$ cat src/rtl/conway_run_controller.sv
// Burst sequencer for a conway_cell array: holds the array in reload while idle,
// runs a requested number of generations, and strobes capture on the final one.
module conway_run_controller #(
  parameter int unsigned GEN_W = 16
) (
  input  logic             clk,
  input  logic             rst,
  input  logic             start,
  input  logic [GEN_W-1:0] num_gens,
  input  logic             stop_on_extinct,
  input  logic             abort,
  input  logic             any_alive,
  output logic             ready,
  output logic             array_rst,
  output logic             array_ena,
  output logic             capture,
  output logic             done,
  output logic [GEN_W-1:0] gens_run,
  output logic             extinct
);

  typedef enum logic [1:0] {
    S_IDLE = 2'd0,
    S_RUN  = 2'd1,
    S_CAPT = 2'd2
  } state_t;

  state_t           state_q;
  logic [GEN_W-1:0] cnt_q;
  logic [GEN_W-1:0] prog_q;
  logic             stop_q;
  logic             ext_flag_q;
  logic [GEN_W-1:0] gens_run_q;
  logic             extinct_q;

  always_ff @(posedge clk) begin
    if (rst) begin
      state_q    <= S_IDLE;
      cnt_q      <= '0;
      prog_q     <= '0;
      stop_q     <= 1'b0;
      ext_flag_q <= 1'b0;
      gens_run_q <= '0;
      extinct_q  <= 1'b0;
    end else begin
      case (state_q)
        S_IDLE: begin
          if (start) begin
            cnt_q      <= num_gens;
            prog_q     <= '0;
            stop_q     <= stop_on_extinct;
            ext_flag_q <= 1'b0;
            state_q    <= (num_gens == '0) ? S_CAPT : S_RUN;
          end
        end
        S_RUN: begin
          cnt_q  <= cnt_q - GEN_W'(1);
          prog_q <= prog_q + GEN_W'(1);
          // any_alive reflects the previous generation; this edge still
          // advances the array, which is harmless once it is all dead.
          if (abort) begin
            state_q <= S_IDLE;
          end else if (stop_q && !any_alive) begin
            ext_flag_q <= 1'b1;
            state_q    <= S_CAPT;
          end else if (cnt_q == GEN_W'(1)) begin
            state_q <= S_CAPT;
          end
        end
        S_CAPT: begin
          gens_run_q <= prog_q;
          extinct_q  <= ext_flag_q;
          state_q    <= S_IDLE;
        end
        default: state_q <= S_IDLE;
      endcase
    end
  end

  // Reset forces the array into reload immediately and masks every other output.
  assign ready     = !rst && (state_q == S_IDLE);
  assign array_rst = rst || (state_q == S_IDLE);
  assign array_ena = !rst && (state_q == S_RUN);
  assign capture   = !rst && (state_q == S_CAPT);
  assign done      = capture;
  assign gens_run  = rst ? '0 : gens_run_q;
  assign extinct   = !rst && extinct_q;

endmodule

$ cat config.mk
export PLATFORM = sky130hd
export DESIGN_NAME = conway_run_controller
export DESIGN_NICKNAME = d
export VERILOG_FILES = /design/src/rtl/conway_run_controller.sv
export SDC_FILE = /design/constraint.sdc
export NUM_CORES = 1
export LEC_CHECK = 0
export ABC_AREA = 0
export ABC_CLOCK_PERIOD_IN_PS = 3460
export CAP_MARGIN = 20
export CORE_UTILIZATION = 57
export DETAILED_ROUTE_END_ITERATION = 16
export PLACE_DENSITY = 0.84
export SYNTH_ARGS = -nofsm -noshare
export SYNTH_HDL_FRONTEND = slang
export SYNTH_SLANG_ARGS = --single-unit
$ cat constraint.sdc
create_clock -name clk -period 3.46 [get_ports clk]
set_clock_uncertainty 0.1 [all_clocks]
set_input_delay 0.519 -clock clk [delete_from_list [all_inputs] [get_ports clk]]
set_output_delay 0.519 -clock clk [all_outputs]
set_load 0.02 [all_outputs]
==> flow_summary.ini, run 1 <==
[yosys]
avgSynthCellArea_sq_um = 8.43
yosys.area.top_type_share_pct = 38.5
mappedNetlistArea_sq_um = 2760
syn-num-nets = 352
synth-seq-area-share_pct = 38.5
ys_types = 57
synth_area_leaders = dfxtp_1, o22a_1, nor2b_1
synthCells = 327
synth_flop_cell = dfxtp_1
ys_ff_latch = 53
async_flop_share_pct = 0
synth_edf_count = 0
yosys_warnings = 0
synth_area_leader_cell = dfxtp_1

[cells_and_area]
areaGrowthSynthToFinish_pct = 20.1
diodes = 0
drive_gt1_share_pct = 7.78
layout_commonest_cell = dfxtp_1
nFillCells = 362
multi_input_area_sq_um = 1530
finish.utilization_pct = 73.4
layout_common_cells = dfxtp_1, clkdlybuf4s50_1, nor2b_1, nor2_1, nand2_1
ff_latch_area_sq_um = 1060
nNetsFinal = 384

[global_routing]
grt_pass1_wl_um = 11800
track_usage_pct = 28.6
grt_max_degree = 54
antenna_found_initial = 0
grt_overflow_total = 0
grt_pass1_vias = 2435

[run]
drv_cap = 0

[die]
num_io_pins = 44
die_h_um = 71.5
start_util_pct = 61.2
die_area_sq_um = 5120
die_w_um = 71.5
rows = 24
coreArea_sq_um = 4500

[setup_path]
cp-startpoint = rst
critPathKind = primary input to output port
required_ps = 2840
crit_fanout = 53
reg2reg_depth = 6
r2r_slack_ps = 1180
timing.rr.end = cnt_q[14]
cp-end-kind = output port
r2r_start = cnt_q[1]
critPathArrivalTime_ps = 2220
critPathLaunchType = primary input

[pwr]
peakVddDrop_uv = 336
leakagePower_nw = 1.16
finalPower_mw = 1.38
cellPowerDensity_nw_per_um2 = 417

[cts]
htree_num_levels = 2
post_cts_buffers = 0
hold_buffers = 0
cts_resized = 0
cts_buffer_depth = 2
cts_tree = built
clk_pin_slew_ps = 90
cts_made_buffers = 5
cts.sinks = 53
clk_latency_ps = 300
clock-root-buffer = clkbuf_8

[routing]
firstDrtPassIters = 5
drc = 0
first_iter_violations = 280
routedWlPerCell_um = 17.3
wirelength_um = 7140
num_vias = 2702
ant_nets = 0
via_per_inst = 6.56

[timing]
worst_pin_slew_ps = 616
rsz0062_at_grt = false
setup_violations = 0
period_share_pct = 82.2
slew_headroom_pct = 58.8
setup-tns-final_ps = 0
hold_violations = 0
fmax_ghz = 0.352
fin_crit_ps = 2840
slew_violations = 0

[placed_design]
dp_hpwl_um = 4860
routabilityCongestion = 0.920
port-buffer-count = 43

[hold_path]
hp-class = flip-flop to flip-flop
holdPathEnd = stop_q
min_from = stop_q
hold_depth = 2

[status]
outcome = finished, final reports clean
how the worst max path moves through the flow:
stage	endpoint	slack, ps
4_1_cts	capture	390
6_report	array_ena	620
2_1_floorplan	done	1070
3_5_place_dp	capture	530
3_3_place_gp	done	590
5_1_grt	capture	550
per-stage QoR:
step	hold slack, ps	std cells	area (sq um)	setup WS [ps]
floorplan	332	327	2760	1070
global placement	344	403	3190	593
detailed placement	352	403	3190	529
CTS	367	411	3300	394
global route	381	412	3310	545
finish	369	412	3310	617
power breakdown:
part           switching, mW  total, mW  internal [mW]
clock                  0.203      0.420          0.217
combinational          0.155      0.279          0.124
sequential            0.0378      0.682          0.644
total                  0.396       1.38          0.985
synth_stat cells, types with 3 or more instances:
cell type / count
a31oi_1: 4
nor2b_1: 20
nor3_1: 15
a211oi_1: 11
ha_1: 3
xor2_1: 3
xnor2_1: 4
dfxtp_1: 53
nor3b_1: 3
and3_1: 3
o21ai_0: 16
inv_1: 9
nand2_1: 19
o211ai_1: 3
nand4_1: 9
clkbuf_1: 24
nand3_1: 9
and4_1: 3
or4_1: 5
a221oi_1: 3
o22a_1: 17
nand2b_1: 3
nor4_1: 10
a41oi_1: 3
nor2_1: 20
a21oi_1: 13
o22ai_1: 4
sequential cells by signal, indices dropped and copies added (netlist names):
register / flops
gens_run_q: 16
ext_flag_q: 1
stop_q: 1
cnt_q: 16
state_q: 2
prog_q: 16
extinct_q: 1
layer usage:
layer,track usage [%],part of all wire [%],up-vias
li1,-,-,1293
met1,40.9,47,1263
met2,45.4,44,132
met3,5.34,7.9,14
met4,5.88,1.1,0
met5,0,0,-
cell type report:
cell class	count	area share [%]
Clock buffer	5	2.08
Clock inverter	3	1.32
Inverter	10	1.13
Multi-Input combinational cell	236	46.3
Sequential cell	53	32.1
Tap cell	52	1.97
Timing Repair Buffer	53	15.1
cells by family (layout without fill, tap and decap cells):
group	after synthesis	after routing	synth area share, %
compound gates	93	93	24.1
xor+xnor	7	7	2.23
fa+ha+maj	3	3	1.36
buf+inv	38	71	5.90
flops	53	53	38.5
mux	2	2	0.817
simple gates	131	131	27.1
critical path, cell delays in order:
cell and delay [ps]:
buf_2 110, buf_4 300, or3b_1 500, inv_2 160, clkdlybuf4s50_1 620
No activity file was read; power rests on OpenSTA's default activity.
==> run 2, diff against run 1 <==
--- a/config.mk
+++ b/config.mk
@@ -6,11 +6,11 @@
 export NUM_CORES = 1
 export LEC_CHECK = 0
 export ABC_AREA = 0
-export ABC_CLOCK_PERIOD_IN_PS = 3460
+export ABC_CLOCK_PERIOD_IN_PS = 2700
 export CAP_MARGIN = 20
-export CORE_UTILIZATION = 57
+export CORE_UTILIZATION = 53
 export DETAILED_ROUTE_END_ITERATION = 16
-export PLACE_DENSITY = 0.84
+export PLACE_DENSITY = 0.79
 export SYNTH_ARGS = -nofsm -noshare
 export SYNTH_HDL_FRONTEND = slang
 export SYNTH_SLANG_ARGS = --single-unit
==> constraint.sdc (replaced) <==
create_clock -name clk -period 2.7 [get_ports clk]
set_clock_uncertainty 0.1 [all_clocks]
set_input_delay 0.405 -clock clk [delete_from_list [all_inputs] [get_ports clk]]
set_output_delay 0.405 -clock clk [all_outputs]
set_load 0.02 [all_outputs]
==> flow_summary.ini, run 2 (synthesized netlist as in run 1, its figures left out) <==
[global_routing]
antenna_found_initial = 0
grt_pass1_wl_um = 11500
grt_pass1_vias = 2416
track_usage_pct = 27.0
grt_max_degree = 39
grt_overflow_total = 0

[timing]
slew_headroom_pct = 63.6
fin_crit_ps = 2450
rsz0062_at_grt = false
setup-tns-final_ps = 0
hold_violations = 0
setup_violations = 0
slew_violations = 0
worst_pin_slew_ps = 546
fmax_ghz = 0.409
period_share_pct = 90.6

[routing]
firstDrtPassIters = 5
drc = 0
num_vias = 2682
ant_nets = 0
routedWlPerCell_um = 16.3
wirelength_um = 6950
first_iter_violations = 258
via_per_inst = 6.28

[setup_path]
critPathKind = flip-flop to output port
reg2reg_depth = 6
timing.rr.end = cnt_q[14]
critPathLaunchType = flip-flop
required_ps = 2190
cp-end-kind = output port
cp_slowest_cell = clkdlybuf4s50_1
r2r_start = cnt_q[0]
r2r_slack_ps = 450
crit_fanout = 8
cpPeakStageDelay_ps = 620
path_cells = or3b_1 > inv_2 > clkdlybuf4s50_1
critPathArrivalTime_ps = 1940

[cts]
post_cts_buffers = 0
hold_buffers = 0
clk_pin_slew_ps = 100
clock-root-buffer = clkbuf_8
cts.sinks = 53
cts_buffer_depth = 2
clk_latency_ps = 310
htree_num_levels = 2
cts_made_buffers = 5
cts_tree = built
cts_resized = 0

[pwr]
switching_share_pct = 30.0
comb_power_share_pct = 21.0
cellPowerDensity_nw_per_um2 = 512
p_clk_share_pct = 27.5
peakVddDrop_uv = 438
power_frac_seq_pct = 51.5
p_int_mw = 1.19
netSwitchingPower_uw = 509
finalPower_mw = 1.70
leakagePower_nw = 1.15

[die]
start_util_pct = 56.8
coreArea_sq_um = 4850
num_io_pins = 44
die_area_sq_um = 5490
die_h_um = 74.1
rows = 25
die_w_um = 74.1

[run]
drv_cap = 0

[cells_and_area]
layout_commonest_cell = dfxtp_1
drive_gt1_share_pct = 7.78
areaGrowthSynthToFinish_pct = 20.2
reg_top3 = cnt_q x16, gens_run_q x16, prog_q x16
fin_cells = 427
diodes = 0
layout_common_cells = dfxtp_1, clkdlybuf4s50_1, nor2b_1, nor2_1, nand2_1
nNetsFinal = 385

[placed_design]
port-buffer-count = 43
routabilityCongestion = 0.875
dpl.cell_count = 420
dp_hpwl_um = 4880

[hold_path]
hp-class = flip-flop to flip-flop
hold_depth = 2
min_from = stop_q
holdPathEnd = stop_q

[status]
outcome = finished, final reports clean
## run 2: changes by cell type in the layout (fill, tap and decap cells not counted), sizes merged
cell and change:
buf +1, clkbuf +1, clkinvlp +1, inv -1, clkinv -1, bufinv -1
## run 2: metrics by stage
step / util, % / worst slack (ps) / hold slack (ps) / cell area (sq um)
floorplan: - / 422 / 332 / 2760
global placement: 66.5 / 473 / 342 / 3220
detailed placement: 66.5 / 451 / 348 / 3220
CTS: 68.3 / 254 / 362 / 3310
global route: 68.3 / 164 / 395 / 3310
finish: 68.3 / 254 / 357 / 3310
## run 2: worst max-delay path, delay by kind of cell (launching register included)
kind / cells / cell delay (ps)
buffers and inverters: 2 / 780
DFF: 1 / 380
and+or+nand+nor: 1 / 470
## run 2: worst max-delay path by stage
stage,from,endpoint,slack (ps),cells after the start
finish,state_q[0],array_ena,250,3
global route,state_q[0],array_ena,160,3
CTS,state_q[0],array_ena,250,3
detailed placement,rst,array_ena,450,4
global placement,rst,array_ena,470,4
floorplan,state_q[1],done,420,5
## run 2: per-layer routing
layer	GRT usage, %	vias up	wire length (um)
met5	0	-	0
met4	9.40	0	88
met1	38.5	1270	3290
met2	40.9	106	3150
li1	-	1297	-
met3	4.88	9	420
## run 2: final cells by class
type | instances | area, sq um
Clock buffer | 6 | 82.6
Clock inverter | 1 | 7.51
Fill cell | 412 | 1540
Inverter | 10 | 37.5
Multi-Input combinational cell | 236 | 1530
Sequential cell | 53 | 1060
Tap cell | 67 | 83.8
Timing Repair Buffer | 54 | 508
## run 2: power by group through the flow
stage | combinational, mW | sequential (mW) | clock (mW)
5_1_grt | 0.392 | 0.881 | 0.504
3_3_place_gp | 0.345 | 0.888 | 0
2_1_floorplan | 0.254 | 0.873 | 0
4_1_cts | 0.352 | 0.872 | 0.470
6_report | 0.356 | 0.874 | 0.466
3_5_place_dp | 0.349 | 0.891 | 0
==> run 3, diff against run 2 <==
--- a/config.mk
+++ b/config.mk
@@ -8,9 +8,9 @@
 export ABC_AREA = 0
 export ABC_CLOCK_PERIOD_IN_PS = 2700
 export CAP_MARGIN = 20
-export CORE_UTILIZATION = 53
+export CORE_ASPECT_RATIO = 0.6
+export CORE_UTILIZATION = 30
 export DETAILED_ROUTE_END_ITERATION = 16
-export PLACE_DENSITY = 0.79
 export SYNTH_ARGS = -nofsm -noshare
 export SYNTH_HDL_FRONTEND = slang
 export SYNTH_SLANG_ARGS = --single-unit
==> flow_summary.ini, run 3 (synthesized netlist as in run 1, its figures left out) <==
[cells_and_area]
diodes = 0
layout_commonest_cell = dfxtp_1
reg_top3 = cnt_q x16, gens_run_q x16, prog_q x16
layout_common_cells = dfxtp_1, clkdlybuf4s50_1, nor2b_1, nor2_1, nand2_1
fin_area_sq_um = 3480
drive_gt1_share_pct = 8.29
areaGrowthSynthToFinish_pct = 26.2
finish.utilization_pct = 39.9
nNetsFinal = 386

[die]
rows = 26
die_area_sq_um = 9580
die_w_um = 126
start_util_pct = 31.6
coreArea_sq_um = 8720
die_h_um = 76.2
num_io_pins = 44

[timing]
worst_pin_slew_ps = 510
fmax_ghz = 0.411
rsz0062_at_grt = false
hold_violations = 0
period_share_pct = 90.2
setup-tns-final_ps = 0
slew_headroom_pct = 65.7
setup_violations = 0
fin_crit_ps = 2430
slew_violations = 0

[routing]
first_iter_violations = 184
met1_length_um = 4160
firstDrtPassIters = 5
wl_met3_um = 446
ant_nets = 0
via_per_inst = 5.66
wirelength_um = 7920
wl_met2_um = 3280
routedWlPerCell_um = 16.7
top_layer_used = met4
num_vias = 2684
drc = 0

[cts]
cts_resized = 0
cts_made_buffers = 5
clk_latency_ps = 290
post_cts_buffers = 0
clock-root-buffer = clkbuf_16
hold_buffers = 0
htree_num_levels = 2
cts_buffer_depth = 2
clk_pin_slew_ps = 70
cts.sinks = 53
cts_tree = built

[global_routing]
grt_max_degree = 24
grt_overflow_total = 0
track_usage_pct = 17.4
antenna_found_initial = 0
grt_pass1_wl_um = 13200
grt_pass1_vias = 2561

[hold_path]
hp-class = flip-flop to flip-flop
hold_depth = 2

[setup_path]
critPathLaunchType = flip-flop
r2r_slack_ps = 430
reg2reg_depth = 6
required_ps = 2190
critPathKind = flip-flop to output port
cp-end-kind = output port
crit_fanout = 18
critPathArrivalTime_ps = 1930

[run]
drv_cap = 0

[placed_design]
routabilityCongestion = 0.936
port-buffer-count = 43
post_dp_cell_area_sq_um = 3290
dp_hpwl_um = 5870

[pwr]
peakVddDrop_uv = 219
cellPowerDensity_nw_per_um2 = 593
leakagePower_nw = 1.20

[status]
outcome = finished, final reports clean
## run 3: routing by layer
metal  GRT usage, %  vias up
met5              0        -
met4           3.41        0
met3           3.51        4
met2           25.0       80
met1           26.4     1302
li1               -     1298
## run 3: through the flow
step                      hold slack [ps]  setup slack [ps]  power, mW  std cells
after floorplan                       332               422       1.13        327
after global placement                355               455       1.25        466
after detailed placement              376               376       1.25        466
after CTS                             386               216       2.07        474
after global routing                  425               129       2.16        474
final                                 380               265       2.06        474
## run 3: worst paths after layout
kind,start,endpoint
worst max-delay path,state_q[1],capture
worst min-delay path,stop_q,stop_q
worst max register to register,cnt_q[0],cnt_q[14]
worst min register to register,stop_q,stop_q
## run 3: worst max-delay path, stage by stage (launching register included)
cell             delay (ps)
dfxtp_1                 390
buf_4                   250
nand2_1                 110
nor2_1                  230
clkdlybuf4s50_1         650
## run 3: layout make-up
class                   count  area (sq um)
clock buffers               5           125
multi-input cells         236          1530
inverters                  10          37.5
repair buffers             55           515
flip-flops and latches     53          1060
well taps                 112           140
clock inverters             3          65.1
fillers                   900          5240
## run 3: power breakdown
part	leakage, nW	internal (mW)	total [mW]	switching, mW
clock network	0.0938	0.530	0.821	0.291
logic	0.675	0.160	0.362	0.202
registers	0.432	0.826	0.877	0.0512
